[src/rtl/axicb_slv_switch.sv]
// axicb_slv_switch
// Slave-side switch of the AXI crossbar. One master port fans out to SLV_NB
// slave ports. AW/AR are address decoded, W beats follow the AW order through
// a small routing FIFO, and B/R responses are merged back round-robin with the
// R grant held for a whole burst.
module axicb_slv_switch #(
    parameter int AXI_ADDR_W = 16,
    parameter int SLV_NB     = 4,
    parameter logic [AXI_ADDR_W-1:0] SLV0_START_ADDR = 'h0000,
    parameter logic [AXI_ADDR_W-1:0] SLV0_END_ADDR   = 'h0FFF,
    parameter logic [AXI_ADDR_W-1:0] SLV1_START_ADDR = 'h1000,
    parameter logic [AXI_ADDR_W-1:0] SLV1_END_ADDR   = 'h1FFF,
    parameter logic [AXI_ADDR_W-1:0] SLV2_START_ADDR = 'h2000,
    parameter logic [AXI_ADDR_W-1:0] SLV2_END_ADDR   = 'h2FFF,
    parameter logic [AXI_ADDR_W-1:0] SLV3_START_ADDR = 'h3000,
    parameter logic [AXI_ADDR_W-1:0] SLV3_END_ADDR   = 'h3FFF,
    parameter int DEFAULT_SLV = 0,
    parameter int WFIFO_DEPTH = 16,
    parameter int AWCH_W      = 8,
    parameter int WCH_W       = 8,
    parameter int BCH_W       = 8,
    parameter int ARCH_W      = 8,
    parameter int RCH_W       = 8
) (
    input  logic                    aclk,
    input  logic                    aresetn,
    input  logic                    srst,
    // master side
    input  logic                    i_awvalid,
    output logic                    i_awready,
    input  logic [AWCH_W-1:0]       i_awch,
    input  logic                    i_wvalid,
    output logic                    i_wready,
    input  logic                    i_wlast,
    input  logic [WCH_W-1:0]        i_wch,
    output logic                    i_bvalid,
    input  logic                    i_bready,
    output logic [BCH_W-1:0]        i_bch,
    input  logic                    i_arvalid,
    output logic                    i_arready,
    input  logic [ARCH_W-1:0]       i_arch,
    output logic                    i_rvalid,
    input  logic                    i_rready,
    output logic                    i_rlast,
    output logic [RCH_W-1:0]        i_rch,
    // slave side
    output logic [SLV_NB-1:0]       o_awvalid,
    input  logic [SLV_NB-1:0]       o_awready,
    output logic [AWCH_W-1:0]       o_awch,
    output logic [SLV_NB-1:0]       o_wvalid,
    input  logic [SLV_NB-1:0]       o_wready,
    output logic                    o_wlast,
    output logic [WCH_W-1:0]        o_wch,
    input  logic [SLV_NB-1:0]       o_bvalid,
    output logic [SLV_NB-1:0]       o_bready,
    input  logic [SLV_NB*BCH_W-1:0] o_bch,
    output logic [SLV_NB-1:0]       o_arvalid,
    input  logic [SLV_NB-1:0]       o_arready,
    output logic [ARCH_W-1:0]       o_arch,
    input  logic [SLV_NB-1:0]       o_rvalid,
    output logic [SLV_NB-1:0]       o_rready,
    input  logic [SLV_NB-1:0]       o_rlast,
    input  logic [SLV_NB*RCH_W-1:0] o_rch
);

    localparam int IDX_W = (SLV_NB > 1) ? $clog2(SLV_NB) : 1;
    localparam int PTR_W = $clog2(WFIFO_DEPTH);
    localparam int CNT_W = PTR_W + 1;
    localparam logic [IDX_W-1:0] LAST_IDX = IDX_W'(SLV_NB - 1);

    function automatic logic inWindow(input logic [AXI_ADDR_W-1:0] addr,
                                      input logic [AXI_ADDR_W-1:0] lo,
                                      input logic [AXI_ADDR_W-1:0] hi);
        return (addr >= lo) && (addr <= hi);
    endfunction

    // Lowest matching window wins; no match falls back to DEFAULT_SLV.
    function automatic logic [SLV_NB-1:0] decode(input logic [AXI_ADDR_W-1:0] addr);
        logic [3:0] hit;
        logic [3:0] sel;
        logic       found;
        hit[0] = inWindow(addr, SLV0_START_ADDR, SLV0_END_ADDR);
        hit[1] = inWindow(addr, SLV1_START_ADDR, SLV1_END_ADDR);
        hit[2] = inWindow(addr, SLV2_START_ADDR, SLV2_END_ADDR);
        hit[3] = inWindow(addr, SLV3_START_ADDR, SLV3_END_ADDR);
        sel   = '0;
        found = 1'b0;
        for (int i = 0; i < SLV_NB; i++) begin
            if (!found && hit[i]) begin
                sel[i] = 1'b1;
                found  = 1'b1;
            end
        end
        if (!found) sel = 4'b0001 << DEFAULT_SLV;
        return sel[SLV_NB-1:0];
    endfunction

    // Round-robin: search starts at the slot after the last winner.
    function automatic logic [SLV_NB-1:0] rrPick(input logic [SLV_NB-1:0] req,
                                                 input logic [IDX_W-1:0]  last);
        logic [SLV_NB-1:0] gnt;
        logic              found;
        gnt   = '0;
        found = 1'b0;
        for (int i = 0; i < SLV_NB; i++) begin
            if (!found && req[i] && (i > int'(last))) begin
                gnt[i] = 1'b1;
                found  = 1'b1;
            end
        end
        for (int i = 0; i < SLV_NB; i++) begin
            if (!found && req[i] && (i <= int'(last))) begin
                gnt[i] = 1'b1;
                found  = 1'b1;
            end
        end
        return gnt;
    endfunction

    function automatic logic [IDX_W-1:0] toIdx(input logic [SLV_NB-1:0] oneHot);
        logic [IDX_W-1:0] idx;
        idx = '0;
        for (int i = 0; i < SLV_NB; i++) begin
            if (oneHot[i]) idx = IDX_W'(i);
        end
        return idx;
    endfunction

    logic                   outEn_q;
    logic                   outEn;
    logic [AXI_ADDR_W-1:0]  awAddr;
    logic [AXI_ADDR_W-1:0]  arAddr;
    logic [SLV_NB-1:0]      awSel;
    logic [SLV_NB-1:0]      arSel;
    logic [SLV_NB-1:0]      fifoMem_q [WFIFO_DEPTH];
    logic [PTR_W-1:0]       wrPtr_q;
    logic [PTR_W-1:0]       rdPtr_q;
    logic [CNT_W-1:0]       count_q;
    logic [CNT_W-1:0]       count_d;
    logic                   fifoEmpty;
    logic                   fifoFull;
    logic                   awPush;
    logic                   wPop;
    logic                   bypass;
    logic                   fifoWrite;
    logic                   fifoRead;
    logic [SLV_NB-1:0]      wHead;
    logic [IDX_W-1:0]       bPtr_q;
    logic                   bLock_q;
    logic [SLV_NB-1:0]      bGrant_q;
    logic [SLV_NB-1:0]      bGrant;
    logic [IDX_W-1:0]       rPtr_q;
    logic                   rLock_q;
    logic [SLV_NB-1:0]      rGrant_q;
    logic [SLV_NB-1:0]      rGrant;
    logic                   rDone;

    // Handshake outputs stay quiet during either reset and for one cycle after.
    assign outEn = outEn_q & ~srst;

    // The address sits in the low bits of the channel; narrow channels are zero-extended.
    if (AWCH_W >= AXI_ADDR_W) begin : gAwWide
        assign awAddr = i_awch[AXI_ADDR_W-1:0];
    end else begin : gAwNarrow
        assign awAddr = {{(AXI_ADDR_W-AWCH_W){1'b0}}, i_awch};
    end
    if (ARCH_W >= AXI_ADDR_W) begin : gArWide
        assign arAddr = i_arch[AXI_ADDR_W-1:0];
    end else begin : gArNarrow
        assign arAddr = {{(AXI_ADDR_W-ARCH_W){1'b0}}, i_arch};
    end

    assign awSel = decode(awAddr);
    assign arSel = decode(arAddr);

    assign o_awch    = i_awch;
    assign o_awvalid = awSel & {SLV_NB{i_awvalid & ~fifoFull & outEn}};
    assign i_awready = outEn & ~fifoFull & (|(awSel & o_awready));
    assign awPush    = i_awvalid & i_awready;

    assign o_arch    = i_arch;
    assign o_arvalid = arSel & {SLV_NB{i_arvalid & outEn}};
    assign i_arready = outEn & (|(arSel & o_arready));

    assign fifoEmpty = (count_q == '0);
    assign fifoFull  = (count_q == CNT_W'(WFIFO_DEPTH));

    // An empty FIFO passes the freshly pushed route straight to the W path.
    assign wHead = fifoEmpty ? (awPush ? awSel : '0) : fifoMem_q[rdPtr_q];

    assign o_wch    = i_wch;
    assign o_wlast  = i_wlast;
    assign o_wvalid = wHead & {SLV_NB{i_wvalid & outEn}};
    assign i_wready = outEn & (|(wHead & o_wready));
    assign wPop     = i_wvalid & i_wready & i_wlast;

    // A route consumed in its own push cycle never enters the storage.
    assign bypass    = fifoEmpty & awPush & wPop;
    assign fifoWrite = awPush & ~bypass;
    assign fifoRead  = wPop & ~bypass;
    assign count_d   = count_q + CNT_W'(fifoWrite) - CNT_W'(fifoRead);

    // Route storage needs no reset: entries are only read once counted in.
    always_ff @(posedge aclk) begin
        if (fifoWrite) fifoMem_q[wrPtr_q] <= awSel;
    end

    // Output enable flag plus W routing FIFO pointers and occupancy.
    always_ff @(posedge aclk or negedge aresetn) begin
        if (!aresetn) begin
            outEn_q <= 1'b0;
            wrPtr_q <= '0;
            rdPtr_q <= '0;
            count_q <= '0;
        end else if (srst) begin
            outEn_q <= 1'b0;
            wrPtr_q <= '0;
            rdPtr_q <= '0;
            count_q <= '0;
        end else begin
            outEn_q <= 1'b1;
            if (fifoWrite) wrPtr_q <= wrPtr_q + 1'b1;
            if (fifoRead)  rdPtr_q <= rdPtr_q + 1'b1;
            count_q <= count_d;
        end
    end

    assign bGrant   = bLock_q ? bGrant_q : rrPick(o_bvalid, bPtr_q);
    assign i_bvalid = outEn & (|(bGrant & o_bvalid));
    assign o_bready = bGrant & {SLV_NB{i_bready & outEn}};

    // Forward the granted slave's B payload.
    always_comb begin
        i_bch = '0;
        for (int i = 0; i < SLV_NB; i++) begin
            if (bGrant[i]) i_bch = o_bch[i*BCH_W +: BCH_W];
        end
    end

    // B arbiter: hold a stalled grant, advance the pointer on each handshake.
    always_ff @(posedge aclk or negedge aresetn) begin
        if (!aresetn) begin
            bPtr_q   <= LAST_IDX;
            bLock_q  <= 1'b0;
            bGrant_q <= '0;
        end else if (srst) begin
            bPtr_q   <= LAST_IDX;
            bLock_q  <= 1'b0;
            bGrant_q <= '0;
        end else if (i_bvalid && i_bready) begin
            bPtr_q  <= toIdx(bGrant);
            bLock_q <= 1'b0;
        end else if (i_bvalid) begin
            bLock_q  <= 1'b1;
            bGrant_q <= bGrant;
        end
    end

    assign rGrant   = rLock_q ? rGrant_q : rrPick(o_rvalid, rPtr_q);
    assign i_rvalid = outEn & (|(rGrant & o_rvalid));
    assign o_rready = rGrant & {SLV_NB{i_rready & outEn}};
    assign rDone    = i_rvalid & i_rready & i_rlast;

    // Forward the granted slave's R payload and last flag.
    always_comb begin
        i_rch   = '0;
        i_rlast = 1'b0;
        for (int i = 0; i < SLV_NB; i++) begin
            if (rGrant[i]) begin
                i_rch   = o_rch[i*RCH_W +: RCH_W];
                i_rlast = o_rlast[i];
            end
        end
    end

    // R arbiter: lock on the first presented beat until the last beat is taken.
    always_ff @(posedge aclk or negedge aresetn) begin
        if (!aresetn) begin
            rPtr_q   <= LAST_IDX;
            rLock_q  <= 1'b0;
            rGrant_q <= '0;
        end else if (srst) begin
            rPtr_q   <= LAST_IDX;
            rLock_q  <= 1'b0;
            rGrant_q <= '0;
        end else if (rDone) begin
            rPtr_q  <= toIdx(rGrant);
            rLock_q <= 1'b0;
        end else if (i_rvalid) begin
            rLock_q  <= 1'b1;
            rGrant_q <= rGrant;
        end
    end

endmodule

[config.mk]
export PLATFORM = sky130hd
export DESIGN_NAME = axicb_slv_switch
export DESIGN_NICKNAME = d
export VERILOG_FILES = /design/src/rtl/axicb_slv_switch.sv
export SDC_FILE = /design/constraint.sdc
export NUM_CORES = 1
export LEC_CHECK = 0
export BUFFER_PORTS_ARGS = -buffer_cell sky130_fd_sc_hd__buf_2
export CAP_MARGIN = 10
export CORE_MARGIN = 2
export CORE_UTILIZATION = 40
export DETAILED_ROUTE_END_ITERATION = 7
export PLACE_DENSITY = 0.88
export SKIP_CTS_REPAIR_TIMING = 1
export SLEW_MARGIN = 30
export SYNTH_ARGS = -nofsm -noshare
export SYNTH_HDL_FRONTEND = slang
export SYNTH_SLANG_ARGS = --single-unit
[constraint.sdc]
create_clock -name aclk -period 2.8 [get_ports aclk]
set_input_delay 0.42 -clock aclk [delete_from_list [all_inputs] [get_ports aclk]]
set_output_delay 0.42 -clock aclk [all_outputs]
set_load 0.01 [all_outputs]
==> flow_metrics.py <==
metrics = {
    "run_status": {
        "status": "complete, no violations",
    },
    "finish": {
        "final_cell_mix": "buf_2, nor2_1, nand2_1",
        "fin_nets": 565,
        "utilization_pct": 51.6,
        "area_growth_pct": 23.7,
        "finalNonFillerCells": 511,
        "n_antenna_cell": 0,
        "final_common_cell": "buf_2",
        "seqCellArea_um2": 505,
        "drive_gt1_share_pct": 36.5,
        "multi_input_area_um2": 1640,
        "final_area_um2": 3070,
        "fillers": 591,
    },
    "power": {
        "irDropWorstVdd_mv": 0.317,
        "power_leakage_nw": 1.50,
        "power.density_nw_per_um2": 591,
    },
    "clock_network": {
        "cts_tree": "done",
        "cts-buffers-inserted": 3,
        "htreeDepth": 1,
        "clk_latency_ns": 0.26,
        "cts.sinks": 20,
        "clock-root-buffer": "clkbuf_8",
        "path_clk_slew_ns": 0.08,
        "cts_buffer_depth": 2,
    },
    "place": {
        "routabilityCongestion": 0.883,
        "dp.cells": 505,
        "numPortBuffers": 121,
        "place_area_um2": 2990,
        "dp_hpwl_um": 5750,
    },
    "worst_setup_path": {
        "path_class": "flop to output port",
        "cp_data_arrival_time_ns": 2.24,
        "critPathLaunchType": "flop",
        "worst-endpoint-required_ns": 2.38,
        "worst-path-max-fanout": 12,
        "end_kind": "output port",
    },
    "sta": {
        "tightest_slew_ns": 0.663,
        "fin_worst_skew_ns": 0.00311,
        "period_needed_ns": 2.66,
        "setup_violations": 0,
        "max-slew-margin-rel_pct": 55.8,
        "fmax_ghz": 0.376,
        "final.period_utilization_pct": 95.0,
        "hold_viol_final": 0,
        "maxSlewViolCount": 0,
        "fin_setup_tns_ns": 0,
        "rsz0062_at_grt": "no",
    },
    "yosys": {
        "synth_flop_cell": "dfrtp_1",
        "syn_avg_cell_area_um2": 7.35,
        "synth_seq_cells": 20,
        "synth_warnings": 0,
        "async_flop_share_pct": 100,
        "synth-edff-count": 0,
        "syn_area_um2": 2480,
        "synth-seq-area-share_pct": 20.3,
        "synthCells": 338,
        "synth_cell_type_count": 59,
    },
    "die": {
        "start_util_pct": 41.7,
        "rows": 28,
        "core-area_um2": 5960,
        "die_x_um": 82.8,
        "die_h_um": 82.8,
        "io_pins": 188,
        "dieArea_um2": 6860,
    },
    "hold_path": {
        "hold_class": "input pin to asynchronous set/reset pin",
    },
    "global_route": {
        "grt_max_degree": 21,
        "grt_pass1_vias": 2642,
        "overflow": 0,
        "grt_util_all_layers_pct": 19.4,
        "antenna_found_initial": 0,
        "grt_pass1_wl_um": 11600,
    },
    "drt": {
        "via_count": 2813,
        "drtPass1Iterations": 5,
        "drt_drc_violations_left": 0,
        "via_per_inst": 5.50,
        "drtAntennaViolNets": 0,
        "drt_wl_total_um": 7080,
        "drt-initial-drc-count": 91,
        "wl_per_cell_um": 13.8,
    },
    "run": {
        "max_cap_violations": 0,
    },
}
-- cells in the mapped netlist (all sizes together), types with 7 or more instances --
master	n	area, um2
inv	20	75.1
o31ai	10	75.1
nand2	33	124
nor3	9	45.0
o2bb2ai	8	70.1
nor2	36	135
nand3	10	50.1
a221oi	11	96.3
dfrtp	16	400
and3	7	48.8
buf	38	280
nand2b	9	56.3
clkbuf	11	41.3
a21oi	26	130
o21ai	19	98.9
-- power breakdown --
group          internal (W)  switching [W]
Combinational      0.000508       0.000649
Clock              0.000125      0.0000999
Sequential         0.000351      0.0000833
-- through the flow --
| stage | worst slack (ns) | total power [W] | hold WS (ns) |
|---|---|---|---|
| 4_1_cts | 0.0684 | 0.00180 | 0.118 |
| 3_3_place_gp | 0.165 | 0.00153 | 0.384 |
| 5_1_grt | 0.0141 | 0.00196 | 0.133 |
| 6_report | 0.141 | 0.00182 | 0.0970 |
| 3_5_place_dp | 0.104 | 0.00158 | 0.404 |
| 2_1_floorplan | 0.108 | 0.00125 | 0.124 |
-- cell families after synthesis --
logic type / synth area share, %
adder cells (fa/ha/maj): 3.83
XOR/XNOR: 1.41
multiplexers: 1.61
AND/OR/NAND/NOR: 22.5
AO/OA/AOI/OAI: 34.2
buffers and inverters: 16.0
flip-flops: 20.3
other: 0.151
-- routing by layer --
metal / track usage, % / part of all wire, %
met1: 21.8 / 39
met2: 37.6 / 54
met3: 3.18 / 6.4
met4: 4.62 / 1.3
met5: 0 / 0
-- layout make-up --
cell class,instances,area share (%)
clock buffer,4,1.79
timing repair buffer,135,23.0
multi-input combinational,257,53.2
inverter,20,2.44
tap,75,3.05
sequential,20,16.4
-- registers in the layout (all words and copies together), names as in the netlist --
signal and count:
rPtr_q 2, bPtr_q 2, rLock_q 1, outEn_q 1, rGrant_q 4, bLock_q 1, count_q 5, bGrant_q 4
-- worst max-delay path: stages, from the launching register on --
cell and delay [ns]:
dfrtp_1 0.50, o21bai_1 0.24, a311o_1 0.28, a221oi_1 0.48, o211a_1 0.28, nor2_1 0.06, buf_2 0.14
-- path summary, 6_finish.rpt --
path | depth (start not counted) | end | slack (ns) | from
max reg2reg | 14 | count_q[4] | 0.17 | count_q[2]
min | 1 | count_q[0] | 0.1 | aresetn
max | 6 | i_bvalid | 0.14 | bLock_q
max in group asynchronous | 1 | bPtr_q[0] | 2.35 | aresetn
min reg2reg | 2 | rGrant_q[1] | 0.54 | rGrant_q[1]
min in group aclk | 2 | bLock_q | 0.40 | i_bready
(Power assumes the default switching activity.)
